## config.mk

```make
export PLATFORM = sky130hd
export DESIGN_NAME = pwm_multi
export DESIGN_NICKNAME = d
export VERILOG_FILES = /design/src/rtl/pwm_pkg.sv /design/src/rtl/pwm_prescaler.sv /design/src/rtl/pwm_multi.sv
export SDC_FILE = /design/constraint.sdc
export NUM_CORES = 1
export LEC_CHECK = 0
export BUFFER_PORTS_ARGS = -buffer_cell sky130_fd_sc_hd__buf_2
export CORE_UTILIZATION = 45
export CTS_BUF_LIST = sky130_fd_sc_hd__clkbuf_16
export DETAILED_ROUTE_END_ITERATION = 6
export GPL_TIMING_DRIVEN = 0
export PLACE_DENSITY = 0.74
export SYNTH_ARGS = -nofsm -noshare
export SYNTH_HDL_FRONTEND = slang
export SYNTH_HIERARCHICAL = 1
export SYNTH_SLANG_ARGS = --single-unit
```

## constraint.sdc

```tcl
create_clock -name clk -period 8.44 [get_ports clk]
set_input_delay 0.844 -clock clk [delete_from_list [all_inputs] [get_ports clk]]
set_output_delay 0.844 -clock clk [all_outputs]
set_load 0.02 [all_outputs]
```

## src/rtl/pwm_pkg.sv

```systemverilog
// Shared types and helpers for the multi-channel PWM block.
package pwm_pkg;

  // Alignment of the PWM carrier.
  typedef enum logic {
    MODE_EDGE   = 1'b0,
    MODE_CENTER = 1'b1
  } pwm_mode_e;

  // Count direction of the center-aligned carrier.
  typedef enum logic {
    DIR_UP   = 1'b0,
    DIR_DOWN = 1'b1
  } pwm_dir_e;

  // Limit a duty value to 2^width; anything above means "always active".
  function automatic int unsigned duty_clamp(input int unsigned duty_val,
                                             input int unsigned width);
    int unsigned limit;
    limit = 32'd1 << width;
    return (duty_val > limit) ? limit : duty_val;
  endfunction

endpackage

```

## src/rtl/pwm_prescaler.sv

```systemverilog
// Clock divider: emits a one-cycle tick every max(timer_final_value, 1) clocks.
module pwm_prescaler #(
  parameter int unsigned TIMER_WIDTH = 15
) (
  input  logic                   clk,
  input  logic                   rst_n,
  input  logic                   en,
  input  logic [TIMER_WIDTH-1:0] timer_final_value,
  output logic                   tick
);

  localparam logic [TIMER_WIDTH-1:0] ONE = TIMER_WIDTH'(1);

  logic [TIMER_WIDTH-1:0] count_q, count_d;
  logic [TIMER_WIDTH-1:0] limit;

  // Terminal count and next count; a final value of 0 divides by one.
  always_comb begin
    limit   = (timer_final_value == '0) ? '0 : timer_final_value - ONE;
    tick    = en && (count_q >= limit);
    count_d = count_q;
    if (en) begin
      count_d = tick ? '0 : count_q + ONE;
    end
  end

  // Count register; held while disabled.
  always_ff @(posedge clk or negedge rst_n) begin
    if (!rst_n) begin
      count_q <= '0;
    end else begin
      count_q <= count_d;
    end
  end

endmodule

```

## src/rtl/pwm_multi.sv

```systemverilog
// Multi-channel PWM with shared edge/center-aligned carrier and
// double-buffered duty settings that switch only at period boundaries.
module pwm_multi
  import pwm_pkg::*;
#(
  parameter int unsigned WIDTH       = 8,
  parameter int unsigned TIMER_WIDTH = 15,
  parameter int unsigned CHANNELS    = 4
) (
  input  logic                            clk,
  input  logic                            rst_n,
  input  logic                            en,
  input  logic [TIMER_WIDTH-1:0]          timer_final_value,
  input  logic [CHANNELS*(WIDTH+1)-1:0]   duty,
  input  logic                            duty_valid,
  input  logic                            center_mode,
  input  logic [CHANNELS-1:0]             polarity,
  output logic [CHANNELS-1:0]             pwm_out,
  output logic                            period_start,
  output logic                            duty_ack
);

  localparam int unsigned     DW      = WIDTH + 1;
  localparam logic [WIDTH-1:0] MAX_CNT = {WIDTH{1'b1}};
  localparam logic [WIDTH-1:0] CNT_ONE = WIDTH'(1);

  logic                           tick;
  logic [WIDTH-1:0]               cnt_q, cnt_d;
  pwm_dir_e                       dir_q, dir_d;
  logic                           first_q, first_d;
  logic                           boundary;

  pwm_mode_e                      mode_q, mode_d;
  pwm_mode_e                      pend_mode_q, pend_mode_d;
  logic                           pend_flag_q, pend_flag_d;
  logic [CHANNELS-1:0][DW-1:0]    act_duty_q, act_duty_d;
  logic [CHANNELS-1:0][DW-1:0]    pend_duty_q, pend_duty_d;

  logic [CHANNELS-1:0]            pwm_q, pwm_d;
  logic                           period_start_q;
  logic                           duty_ack_q;
  wire  [CHANNELS-1:0]            cmp;

  pwm_prescaler #(
    .TIMER_WIDTH(TIMER_WIDTH)
  ) u_prescaler (
    .clk              (clk),
    .rst_n            (rst_n),
    .en               (en),
    .timer_final_value(timer_final_value),
    .tick             (tick)
  );

  // Carrier counter next state; the first tick after enable restarts the period at 0.
  always_comb begin
    cnt_d    = cnt_q;
    dir_d    = dir_q;
    first_d  = first_q;
    boundary = 1'b0;
    if (!en) begin
      cnt_d   = '0;
      dir_d   = DIR_UP;
      first_d = 1'b1;
    end else if (tick) begin
      first_d = 1'b0;
      if (first_q) begin
        cnt_d    = '0;
        dir_d    = DIR_UP;
        boundary = 1'b1;
      end else if (mode_q == MODE_EDGE) begin
        dir_d = DIR_UP;
        if (cnt_q == MAX_CNT) begin
          cnt_d    = '0;
          boundary = 1'b1;
        end else begin
          cnt_d = cnt_q + CNT_ONE;
        end
      end else begin
        unique case (dir_q)
          DIR_UP: begin
            cnt_d = cnt_q + CNT_ONE;
            if (cnt_q == MAX_CNT - CNT_ONE) dir_d = DIR_DOWN;
          end
          DIR_DOWN: begin
            cnt_d = cnt_q - CNT_ONE;
            if (cnt_q == CNT_ONE) begin
              dir_d    = DIR_UP;
              boundary = 1'b1;
            end
          end
          default: begin
            dir_d = DIR_UP;
          end
        endcase
      end
    end
  end

  // Carrier state register.
  always_ff @(posedge clk or negedge rst_n) begin
    if (!rst_n) begin
      cnt_q   <= '0;
      dir_q   <= DIR_UP;
      first_q <= 1'b1;
    end else begin
      cnt_q   <= cnt_d;
      dir_q   <= dir_d;
      first_q <= first_d;
    end
  end

  // Settings double buffer: a boundary promotes the old pending value before a
  // coinciding duty_valid overwrites it, so the new value waits one period.
  always_comb begin
    mode_d      = mode_q;
    act_duty_d  = act_duty_q;
    pend_mode_d = pend_mode_q;
    pend_duty_d = pend_duty_q;
    pend_flag_d = pend_flag_q;
    if (boundary && pend_flag_q) begin
      mode_d      = pend_mode_q;
      act_duty_d  = pend_duty_q;
      pend_flag_d = 1'b0;
    end
    if (duty_valid) begin
      for (int i = 0; i < int'(CHANNELS); i++) begin
        pend_duty_d[i] = DW'(duty_clamp(32'(duty[i*DW +: DW]), WIDTH));
      end
      pend_mode_d = pwm_mode_e'(center_mode);
      pend_flag_d = 1'b1;
    end
  end

  // Per-channel compare against the live counter.
  for (genvar g = 0; g < CHANNELS; g++) begin : g_chan
    assign cmp[g] = ({1'b0, cnt_q} < act_duty_q[g]);
  end

  // Output level: inactive (polarity) whenever disabled.
  always_comb begin
    pwm_d = en ? (cmp ^ polarity) : polarity;
  end

  // Settings and output registers.
  always_ff @(posedge clk or negedge rst_n) begin
    if (!rst_n) begin
      mode_q         <= MODE_EDGE;
      act_duty_q     <= '0;
      pend_mode_q    <= MODE_EDGE;
      pend_duty_q    <= '0;
      pend_flag_q    <= 1'b0;
      pwm_q          <= '0;
      period_start_q <= 1'b0;
      duty_ack_q     <= 1'b0;
    end else begin
      mode_q         <= mode_d;
      act_duty_q     <= act_duty_d;
      pend_mode_q    <= pend_mode_d;
      pend_duty_q    <= pend_duty_d;
      pend_flag_q    <= pend_flag_d;
      pwm_q          <= pwm_d;
      period_start_q <= boundary;
      duty_ack_q     <= boundary && pend_flag_q;
    end
  end

  assign pwm_out      = pwm_q;
  assign period_start = period_start_q;
  assign duty_ack     = duty_ack_q;

endmodule

```

Word-level counts from Yosys, hierarchy flattened
Index checks and enable logic that the tools add are counted.

Flip-flop bits (word level): 106. Input bits: 60. Output and inout port bits: 6. Logic and storage cells: 72.

Add/subtract/negate cells: 4. Magnitude comparators: 9. Equality and inequality tests: 4. Multiplexer cells: 31. Bitwise operators: 2. Reduce and logical (&&, ||, !) cells: 4.

Operators by type and width (count): two-way mux 8 bit (5); > comparator 9 bit (second input constant) (4); < comparator 8 x 9 -> 1 bit (4); two-way mux 9 bit (4); two-way mux 15 bit (2); two-way mux 1 bit (17); equality test 8 bit (second input constant) (2); one-hot mux 8 bit (2 select lines) (1); adder 15 x 1 -> 15 bit (second input constant) (1); greater-or-equal comparator 15 bit (1); logical NOT 15 bit (1); subtractor 15 x 1 -> 15 bit (second input constant) (1); adder 8 x 1 -> 8 bit (second input constant) (1); equality test 8 x 1 -> 1 bit (second input constant) (1); subtractor 8 x 1 -> 8 bit (second input constant) (1); two-way mux 4 bit (1); XOR 4 bit (1); logical AND 1 bit (2); inequality test 2 x 1 -> 1 bit (second input constant) (1); one-hot mux 1 bit (2 select lines) (1); nonzero test 2 bit (1); inverter 1 bit (1).

Logic depth before layout (Yosys ltp)
Gate-level depths: netlist of the first run.

Depth after elaboration: 10. Depth in mapped cells: 20. Depth with buffers taken out: 18.

Cells and area by module
Netlist of the first run, hierarchy kept.

Modules (own cells, without submodules): pwm_multi (times used 1, cells an instance 427, area an instance 4566.9 um^2, sequential area each 2278.4 um^2); pwm_prescaler (times used 1, cells an instance 163, area an instance 1336.3 um^2, sequential area each 375.4 um^2).

Worst setup path after synthesis of the first run
Ideal clock, no wire load.

Path kind: input -> register. Start: in timer_final_value[5]. End: reg act_duty_q[18] in the netlist's numbering. Setup time: 0.128 ns. Arrival: 4.660 ns. Required time: 8.312 ns. Slack: 3.653 ns. Cell stages on the path: 17. Buffers on the path: 2. Cell sequence: or4_4 > or3_4 > nor3_4 > nand2_2 > or2_4 > and2_2 > ha_1 > nand2b_1 > a211o_1 > a211oi_1 > o21ai_0 > and2_1 > buf_1 > and2_1 > and3_4 > buf_6 > mux2_1.

Longest elaborated chain between the ends: 7. Elaborated cells on any way between the ends: 8. Those cells by class: 1 x add/sub; 1 x order compare; 3 x mux; 3 x reduce/logical.

Ends and longest elaborated chain: from (decl) (line pwm_multi.sv:13) `input logic [TIMER_WIDTH-1:0] timer_final_value,`; subtractor 15 x 1 -> 15 bit / logical NOT 15 bit (equally long branches) (line pwm_prescaler.sv:19) `limit = (timer_final_value == '0) ? '0 : timer_final_value - ONE;`; two-way mux 15 bit * (line pwm_prescaler.sv:19); greater-or-equal comparator 15 bit * (line pwm_prescaler.sv:20) `tick = en && (count_q >= limit);`; logical AND 1 bit * (line pwm_prescaler.sv:20); via tick (line pwm_multi.sv:27) `logic tick;`; two-way mux 1 bit * (line pwm_multi.sv:64) `end else if (tick) begin`; two-way mux 1 bit * (line pwm_multi.sv:60) `if (!en) begin`; logical AND 1 bit * (line pwm_multi.sv:120) `if (boundary && pend_flag_q) begin`; to (signal assigned) (line pwm_multi.sv:157) `act_duty_q <= act_duty_d;`; to (decl) (line pwm_multi.sv:36) `logic [CHANNELS-1:0][DW-1:0] act_duty_q, act_duty_d;`.

Mark *: on every way through the listed nets, which the timed path passes. The rest lies on a longest branch. A chain may end at the register's enable or synchronous reset.

Worst setup path after layout of the first run
Start: in timer_final_value[5]. End: reg cnt_q[3].

Longest elaborated chain between the ends: 5. Elaborated cells on any way between the ends: 6. Those cells by class: 1 x add/sub; 1 x order compare; 1 x eq/ne; 1 x mux; 2 x reduce/logical.

Ends and longest elaborated chain: subtractor 15 x 1 -> 15 bit / logical NOT 15 bit (equally long branches) (line pwm_prescaler.sv:19); two-way mux 15 bit * (line pwm_prescaler.sv:19); greater-or-equal comparator 15 bit * (line pwm_prescaler.sv:20); logical AND 1 bit * (line pwm_prescaler.sv:20); via tick (line pwm_multi.sv:27); inequality test 2 x 1 -> 1 bit (no line) *; to (signal assigned) (line pwm_multi.sv:106) `cnt_q <= cnt_d;`; to (decl) (line pwm_multi.sv:28) `logic [WIDTH-1:0] cnt_q, cnt_d;`.

Marks and branches as above.

==> results of run 1 <==
## registers in the layout, indices dropped and copies added (netlist names)
| signal | count |
|---|---|
| act_duty_q | 36 |
| cnt_q | 8 |
| dir_q | 1 |
| duty_ack | 1 |
| first_q | 1 |
| mode_q | 1 |
| pend_duty_q | 36 |
| pend_flag_q | 1 |
| pend_mode_q | 1 |
| period_start | 1 |
| pwm_out | 4 |
| u_prescaler/count_q | 15 |
## per-stage QoR
stage                      util  instances  total power [mW]  cell area, um2  hold WS (ns)
after CTS                 0.533        843              1.14            6790         0.458
after global routing      0.533        843              1.18            6790         0.472
after detailed placement  0.508        827             0.696            6470         0.492
after global placement    0.506        826             0.687            6440         0.472
final                     0.533        843              1.14            6790         0.440
after floorplan               -        590             0.641            5900         0.459
## where the power goes
group	total [mW]	internal [mW]	leakage, nW	switching [mW]
registers	0.559	0.537	1.27	0.0216
clock network	0.448	0.259	0.149	0.189
logic	0.128	0.0556	1.93	0.0726
total	1.14	0.852	3.35	0.283
## final timing paths
check	start	to	slack, ns	depth (start not counted)
worst max-delay path	timer_final_value[5]	cnt_q[3]	3.18	19
worst min-delay path	rst_n	pwm_out[3]	0.44	1
worst max register to register	u_prescaler/count_q[13]	cnt_q[3]	4.87	12
worst min register to register	act_duty_q[0]	act_duty_q[0]	0.51	1
max in group asynchronous	rst_n	pend_duty_q[16]	7.31	2
min in group clk	act_duty_q[0]	act_duty_q[0]	0.51	1
## layer usage
metal	vias to the layer above	share of wire	GRT usage
li1	2171	-	-
met1	2162	0.44	0.252
met2	96	0.50	0.345
met3	20	0.040	0.0353
met4	0	0.017	0.0624
met5	-	0	0
## cell families (layout without fill, tap and decap cells)
| family | Yosys count | count (layout) |
|---|---|---|
| xor+xnor | 24 | 24 |
| flops | 106 | 106 |
| compound gates | 100 | 100 |
| fa+ha+maj | 49 | 49 |
| buf+inv | 94 | 175 |
| mux | 44 | 44 |
| simple gates | 173 | 173 |
## worst max-delay path, stage by stage
cell and delay (ns):
buf_2 0.13, or4_4 0.55, or3_4 0.37, nor3_4 0.16
nand2_2 0.10, or2_4 0.25, and2_2 0.19, ha_1 0.26
nand2b_1 0.09, a211o_1 0.13, a211oi_1 0.07, o21ai_0 0.51
and2_1 0.32, buf_1 0.41, and2_1 0.25, and2_1 0.22
o21ai_0 0.19, or3_1 0.37, o21ai_0 0.09
## cell usage in the layout (no fill, tap or decap), types with 2 or more instances in the layout
master	n
and3_1	4
o22ai_1	3
o311ai_0	3
mux2_2	13
o21ai_0	48
and2_1	4
nor3_1	10
nand2_1	38
inv_1	77
a211o_1	3
clkbuf_1	10
o21bai_1	2
nand3b_1	35
bufinv_16	2
o41ai_1	2
a31oi_1	2
nand3_1	16
nor2_1	34
xnor2_1	7
ha_1	49
nor4_1	5
mux2i_1	30
nand2b_1	6
or3_1	4
a21oi_1	20
clkbuf_16	9
xor2_1	17
dfrtp_1	105
nand4_1	5
buf_2	63
buf_6	3
clkinvlp_4	2
a22oi_1	2
a211oi_1	3
or4_4	2
a21o_1	6
buf_12	3
## layout make-up
class,count,area [um2],share of cell area
Buffer,17,135,0.0199
Clock buffer,9,225,0.0332
Clock inverter,7,92.6,0.0136
Inverter,77,289,0.0426
Multi-Input combinational cell,390,2830,0.416
Sequential cell,106,2650,0.391
Tap cell,172,215,0.0317
Timing Repair Buffer,65,350,0.0516
==> reports/results.tsv, run 1 <==
metric	value	unit
grt_pass1_wl	20800	um
grt_pass1_vias	4362	
synthSimpleGateAreaFrac	0.162	
period_minus_slack	5.26	ns
netlist.area_leader.share	0.445	
place_congestion	0.858	
cp-start-kind	input port	
synth_top_family_by_area	simple AND/OR/NAND/NOR gates	
design.portCount	66	
drv_slew	0	
synth_largest_area_cell	dfrtp_1	
ys_top_cells_by_area	dfrtp_1 (45%), ha_1 (10%), mux2i_1 (5.1%)	
grt_max_degree	73	
fmax	190	MHz
die_x	117	um
port_buffers	64	
finalSetupViolCount	0	
worst-path-max-fanout	12	
synthAdderAreaFrac	0.104	
synthXorXnorAreaFrac	0.0356	
crit_required	8.70	ns
finalHoldViolations	0	
avgSynthCellArea	10.0	um2
synth-seq-cells	106	
clkTransAtPathRegs	0.07	ns
cts_buffers	9	
seq_area_frac_synth	0.450	
antenna_found_initial	0	
drt_iter0_markers	182	
yosys_warnings	6	
drt-total-wl	12500	um
drt_pass1_iterations	7	
syn_inst	590	
cts_tree	built	
vdd_drop_max	123	uV
initial_core_util	0.464	
diodes	0	
cts_htree_levels	3	
ctsResizeCount	0	
pre_cts_slack	2.88	ns
clock_latency	0.35	ns
arrival	5.52	ns
post-cts-setup-buffer-count	0	
criticalPathCategory	input port to flip-flop	
synth_common_cells	dfrtp_1 (105), inv_1 (77), ha_1 (49)	
die_area	13600	um2
final_nets	775	
fin_tns_setup	0	ns
grt_use_total	0.199	
drcViolationCount	0	
dpl.hpwl	9110	um
synth_nets	699	
end_kind	flip-flop	
slew_headroom	0.553	
synthArstFlopShare	1.00	
synth.area.mux_share	0.0776	
drive_above_1_share	0.162	
synthMostInstantiatedCell	dfrtp_1	
clockBufferDepth	2	
period_share	0.623	
leakage	3.35	nW
powerDensity	167	nW/um2
setup_ws	3.18	ns
synth_compound_area_frac	0.0998	
syn2layout_area_growth	15.0	%
tightestPinTransition	0.664	ns
rsz0062_at_grt	false	
vias_per_cell	5.28	
hp-class	input port to async pin	
clock-sinks	106	
std_cell_rows	41	
grt-ovfl-total	0	
clock_skew	0.00817	ns
nFillCells	1185	
syn-cell-area	5900	um2
ys.flop_type	dfrtp_1	
ctsRootBufferMaster	clkbuf_16	
core_area	12700	um2
postCtsHoldBufs	0	
ys_types	52	
die_y	117	um
postRouteAntennaNets	0	
vias	4449	
maxCapViolations	0	
wire_per_inst	14.8	um
synth-edff-count	0	
status	finished, final reports clean	
(Power assumes the default switching activity.)
==> inputs of run 2 (changes only) <==
--- a/config.mk
+++ b/config.mk
@@ -10,7 +10,7 @@
 export CTS_BUF_LIST = sky130_fd_sc_hd__clkbuf_16
 export DETAILED_ROUTE_END_ITERATION = 6
 export GPL_TIMING_DRIVEN = 0
-export PLACE_DENSITY = 0.74
+export PLACE_DENSITY = 0.76
 export SYNTH_ARGS = -nofsm -noshare
 export SYNTH_HDL_FRONTEND = slang
 export SYNTH_HIERARCHICAL = 1
==> constraint.sdc (replaced) <==
create_clock -name clk -period 4.7 [get_ports clk]
set_input_delay 0.47 -clock clk [delete_from_list [all_inputs] [get_ports clk]]
set_output_delay 0.47 -clock clk [all_outputs]
set_load 0.02 [all_outputs]
==> run 2 against run 1 <==
Effect of this change:
- register-to-register slack lost 3.2 ns
- largest cell class unchanged
- clock skew rose by 0.0027 ns
- first-iteration DRC count rose by 10%
- cell area shrank 0.57%
- total power grew 70%
- via count rose by 0.29%
- clock power up 56%
- non-clock buffer count did not move
- critical path depth fell by 1
- combinational power up 80%
- routed wire length rose by 0.51%
- largest power group unchanged
==> reports/results.tsv, run 2 (synthesized netlist as in run 1, its figures left out) <==
metric	value	unit	change
clockBufferDepth	2		unchanged
reg2regPathDepth	12		unchanged
postRouteAntennaNets	0		unchanged
clockPowerShare	0.361		-0.034
syn2layout_area_growth	14.3	%	
drv_slew	0		unchanged
crit_required	4.94	ns	-3.76 ns
drt_pass1_iterations	5		-2
cp-start-kind	input port		
timing.rr.end	act_duty_q[18]		
cp-endpoint	act_duty_q[18]		
place_congestion	0.858		about the same
seqPwrFrac	0.520		+0.028
worstReg2RegStart	u_prescaler/count_q[0]		
antenna_found_initial	0		unchanged
status	finished, final reports clean		
vdd_drop_max	223	uV	+81%
std_cell_rows	41		unchanged
drt-total-wl	12500	um	+0.51%
worst-path-max-fanout	12		unchanged
initial_core_util	0.464		unchanged
finalSetupViolCount	0		unchanged
core_area	12700	um2	unchanged
slew_headroom	0.588		+0.0342
cts_tree	built		
die_x	117	um	unchanged
swShare	0.263		+0.0134
grt_use_total	0.200		+0.00141
die_area	13600	um2	unchanged
diodes	0		unchanged
worstSetupStartpoint	timer_final_value[5]		
criticalPathCategory	input port to flip-flop		
final_area	6750	um2	-0.57%
period_minus_slack	4.47	ns	
leakage	3.35	nW	about the same
dpl.hpwl	9290	um	+1.9%
grt_pass1_vias	4416		+1.2%
reg_top3	act_duty_q (36), pend_duty_q (36), u_prescaler/count_q (15)		
hp-class	input port to async pin		
cts_htree_levels	3		unchanged
die_y	117	um	unchanged
port_buffers	64		unchanged
clock-sinks	106		unchanged
period_share	0.951		
vias	4462		+0.29%
end_kind	flip-flop		
final_common_cell	dfrtp_1		
powerDensity	287	nW/um2	+71%
fmax	224	MHz	
vias_per_cell	5.29		+0.29%
finalHoldViolations	0		unchanged
arrival	4.70	ns	-0.82 ns
drcViolationCount	0		unchanged
drive_above_1_share	0.164		+0.00149
maxCapViolations	0		unchanged
grt_max_degree	63		-14%
pwr-share-comb	0.120		+0.007
cts_buffers	9		unchanged
place_area	6470	um2	unchanged
grt-ovfl-total	0		unchanged
design.portCount	66		unchanged
clock_skew	0.0109	ns	+0.00270 ns
r2r_slack	1.63	ns	-3.24 ns
post-cts-setup-buffer-count	0		unchanged
final_nets	775		unchanged
grt_pass1_wl	20800	um	about the same
drt_iter0_markers	201		+10%
nFillCells	1171		-1.2%
power.total	1.93	mW	+70%
clock_latency	0.35	ns	about the same
intPower	1.43	mW	+67%
power_switching	508	uW	+79%
tightestPinTransition	0.613	ns	-0.0508 ns
wire_per_inst	14.9	um	+0.51%
ctsRootBufferMaster	clkbuf_16		
clkTransAtPathRegs	0.08	ns	about the same
rsz0062_at_grt	false		
layout_common_cells	dfrtp_1 (105), inv_1 (79), buf_2 (63)		
-- run 2: critical path, cell delays in order --
cell      delay, ns
buf_2          0.13
or4_4          0.55
or3_4          0.37
nor3_4         0.17
nand2_2        0.10
or2_4          0.25
and2_2         0.19
ha_1           0.26
nand2b_1       0.14
a211o_1        0.30
a211oi_1       0.30
o21ai_2        0.14
and2_1         0.24
clkbuf_4       0.21
and2_1         0.21
and3_4         0.19
buf_6          0.16
mux2_1         0.31
-- run 2: per-stage QoR --
step,utilization,hold WS [ns],std cells,setup TNS (ns),setup WS (ns)
floorplan,-,0.174,590,0,0.287
global placement,0.506,0.472,826,-7.69,-0.298
detailed placement,0.508,0.482,827,-13.10,-0.457
CTS,0.530,0.149,843,0,0.0620
global route,0.530,0.175,843,0,0.0216
finish,0.530,0.127,843,0,0.233
-- run 2: per-layer routing --
layer	vias up	share of wire	routed length [um]	track usage
met5	-	0	0	0
met1	2189	0.44	5550	0.255
met3	19	0.030	377	0.0363
met4	0	0.015	192	0.0599
li1	2168	-	-	-
met2	86	0.51	6410	0.347
-- run 2: timing repair --
action	CTS	global route
hold buffers	0	0
setup endpoints to repair	9	47
resized for setup	1	4
-- run 2: power by group through the flow --
| stage | Sequential [mW] | Clock [mW] | Combinational [mW] |
|---|---|---|---|
| floorplan | 1.02 | 0 | 0.135 |
| detailed placement | 1.02 | 0 | 0.232 |
| finish | 1.00 | 0.698 | 0.231 |
| CTS | 1.00 | 0.709 | 0.234 |
| global placement | 1.02 | 0 | 0.215 |
| global route | 1.01 | 0.743 | 0.265 |
-- run 2: cell type report --
class | count | area (um2) | share of cell area
flip-flops and latches | 106 | 2650 | 0.393
well taps | 172 | 215 | 0.0319
multi-input cells | 390 | 2830 | 0.419
repair buffers | 65 | 350 | 0.0519
clock buffers | 9 | 225 | 0.0334
plain buffers | 17 | 139 | 0.0206
clock inverters | 7 | 46.3 | 0.00686
inverters | 77 | 289 | 0.0428
-- run 2: how the worst min path moves through the flow --
stage | cells after the start | slack, ns | from | endpoint
2_1_floorplan | 0 | 0.17 | rst_n | act_duty_q[0]
3_3_place_gp | 1 | 0.47 | act_duty_q[18] | act_duty_q[18]
3_5_place_dp | 1 | 0.48 | act_duty_q[18] | act_duty_q[18]
4_1_cts | 1 | 0.15 | rst_n | pend_duty_q[19]
5_1_grt | 1 | 0.17 | rst_n | pend_mode_q
6_report | 1 | 0.13 | rst_n | pend_mode_q
==> inputs of run 3 (changes only) <==
--- a/config.mk
+++ b/config.mk
@@ -5,7 +5,7 @@
 export SDC_FILE = /design/constraint.sdc
 export NUM_CORES = 1
 export LEC_CHECK = 0
-export BUFFER_PORTS_ARGS = -buffer_cell sky130_fd_sc_hd__buf_2
+export BUFFER_PORTS_ARGS = -buffer_cell sky130_fd_sc_hd__clkbuf_2
 export CORE_UTILIZATION = 45
 export CTS_BUF_LIST = sky130_fd_sc_hd__clkbuf_16
 export DETAILED_ROUTE_END_ITERATION = 6
==> run 3 against run 2 <==
Effect of this change:
- die area unchanged
- clock-buffer cell count is the same
- combinational power is essentially flat
- global-route usage about the same
- largest power group unchanged
==> reports/results.tsv, run 3 (synthesized netlist as in run 1, its figures left out) <==
metric	value	unit	change
die_y	117	um	unchanged
arrival	4.62	ns	-0.08 ns
vdd_drop_max	192	uV	-14%
cts_buffers	9		unchanged
drive_above_1_share	0.163		-0.00125
clockBufferDepth	2		unchanged
port_buffers	64		unchanged
route.met2.wl	6450	um	+0.59%
tightestPinTransition	0.657	ns	+0.0442 ns
grt_use_total	0.200		-0.000471
fmax	231	MHz	+3.1%
finalNonFillerCells	842		-0.12%
worstPathCellList	clkbuf_2 -> or4_4 -> or3_4 -> nor4_1 -> xor2_1 -> nand2_1 -> ha_1 -> nand4_1 -> nor2_1 -> nand3_1 -> o21ai_1 -> and2_2 -> and2_1 -> and2_1 -> nand2_1 -> nor4_1 -> o22a_1		
grt-ovfl-total	0		unchanged
cp-start-kind	input port		
clkTransAtPathRegs	0.07	ns	about the same
vias_per_cell	5.19		-1.9%
wl_met1	5470	um	-1.4%
crit_slowest_cell	or4_4		
worst-path-max-fanout	15		+3
period_minus_slack	4.33	ns	-0.133 ns
power_switching	501	uW	-1.4%
final_area	6740	um2	-0.19%
end_kind	flip-flop		
final_util	0.529		-0.000983
grt_max_degree	62		-1.6%
period_share	0.922		-0.0284
ctsRootBufferMaster	clkbuf_16		
finalHoldViolations	0		unchanged
crit_required	4.99	ns	+0.05 ns
clockPowerShare	0.357		-0.004
clock_skew	0.00947	ns	-0.00140 ns
design.portCount	66		unchanged
die_area	13600	um2	unchanged
grt_pass1_vias	4425		+0.20%
wl_met3	388	um	+2.9%
pwr-share-comb	0.121		about the same
leakage	3.35	nW	+0.12%
worst_path_largest_cell_delay	0.56	ns	about the same
criticalPathCategory	input port to flip-flop		
cp_num_buf_inv	1		-2
status	finished, final reports clean		
rsz0062_at_grt	false		
hp-class	input port to async pin		
maxCapViolations	0		unchanged
initial_core_util	0.464		unchanged
postRouteAntennaNets	0		unchanged
layout_common_cells	dfrtp_1 (105), inv_1 (79), clkbuf_2 (63)		
diodes	0		unchanged
vias	4373		-2.0%
slew_headroom	0.562		-0.0257
die_x	117	um	unchanged
final_nets	774		-0.13%
cp_top_family	simple AND/OR/NAND/NOR gates		
syn2layout_area_growth	14.1	%	
wire_per_inst	14.9	um	about the same
powerDensity	286	nW/um2	-0.20%
place_congestion	0.857		about the same
cts_tree	built		
drt_iter0_markers	202		+0.50%
postCtsHoldBufs	0		unchanged
post-cts-setup-buffer-count	0		unchanged
swShare	0.260		-0.00274
clock-sinks	106		unchanged
intPower	1.43	mW	about the same
place_inst	827		unchanged
highest_layer	met4		
place_area	6470	um2	unchanged
dpl.hpwl	9340	um	+0.54%
drv_slew	0		unchanged
antenna_found_initial	0		unchanged
cts_htree_levels	3		unchanged
drt-total-wl	12500	um	-0.13%
std_cell_rows	41		unchanged
drcViolationCount	0		unchanged
grt_pass1_wl	20800	um	about the same
reg_top3	act_duty_q (36), pend_duty_q (36), u_prescaler/count_q (15)		
clock_latency	0.35	ns	about the same
core_area	12700	um2	unchanged
drt_pass1_iterations	5		unchanged
finalSetupViolCount	0		unchanged
seqPwrFrac	0.522		+0.002
final_common_cell	dfrtp_1		
==> run 3: cell count changes in the layout (fill, tap and decap cells not counted), sizes merged <==
cell    delta
buf       -64
clkbuf    +63
clkinv     -1
inv        +1
==> run 3: per-layer routing <==
metal  track usage  vias up
li1              -     2179
met5             0        -
met3        0.0358       18
met4        0.0591        0
met1         0.252     2107
met2         0.350       69
==> run 3: path summary, 6_finish.rpt <==
check / depth (start not counted) / endpoint / slack, ns / startpoint
worst max-delay path: 17 / dir_q / 0.37 / timer_final_value[5]
worst min-delay path: 1 / pend_duty_q[32] / 0.18 / rst_n
worst max register to register: 11 / dir_q / 1.71 / u_prescaler/count_q[12]
worst min register to register: 1 / act_duty_q[18] / 0.49 / act_duty_q[18]
max in group asynchronous: 2 / first_q / 3.74 / rst_n
min in group clk: 2 / pwm_out[1] / 0.31 / polarity[1]
==> run 3: stage by stage <==
stage,TNS (ns),total power [mW],hold slack [ns],worst slack [ns]
floorplan,0,1.15,0.174,0.287
global placement,-7.40,1.23,0.472,-0.292
detailed placement,-9.60,1.26,0.481,-0.374
CTS,0,1.94,0.200,0.128
global route,0,2.01,0.237,0.0120
finish,0,1.93,0.179,0.366
==> run 3: layout make-up <==
| cell class | instances | area, um2 |
|---|---|---|
| fill | 1176 | 5990 |
| multi-input combinational | 390 | 2830 |
| sequential | 106 | 2650 |
| timing repair buffer | 65 | 350 |
| inverter | 77 | 289 |
| clock buffer | 9 | 225 |
| tap | 172 | 215 |
| buffer | 16 | 131 |
| clock inverter | 7 | 43.8 |
==> run 3: worst reg2reg max path, cell delays in order, from the launching register on <==
cell and delay (ns):
dfrtp_1 0.43, ha_1 0.32, nand4_1 0.13, nor2_1 0.14, nand3_1 0.09, o21ai_1 0.30
and2_2 0.38, and2_1 0.22, and2_1 0.23, nand2_1 0.10, nor4_1 0.38, o22a_1 0.22
==> run 3: power groups by stage <==
stage	combinational [mW]	clock (mW)	sequential, mW
after floorplan	0.135	0	1.02
after global placement	0.215	0	1.02
after detailed placement	0.233	0	1.02
after CTS	0.236	0.703	1.00
after global routing	0.267	0.733	1.01
final	0.233	0.688	1.00
==> run 3: repair_timing <==
action                                  4_1_cts  5_1_grt
endpoints found under the hold margin         0        0
endpoints found under the setup margin        2       33
gates resized for setup                       0        2
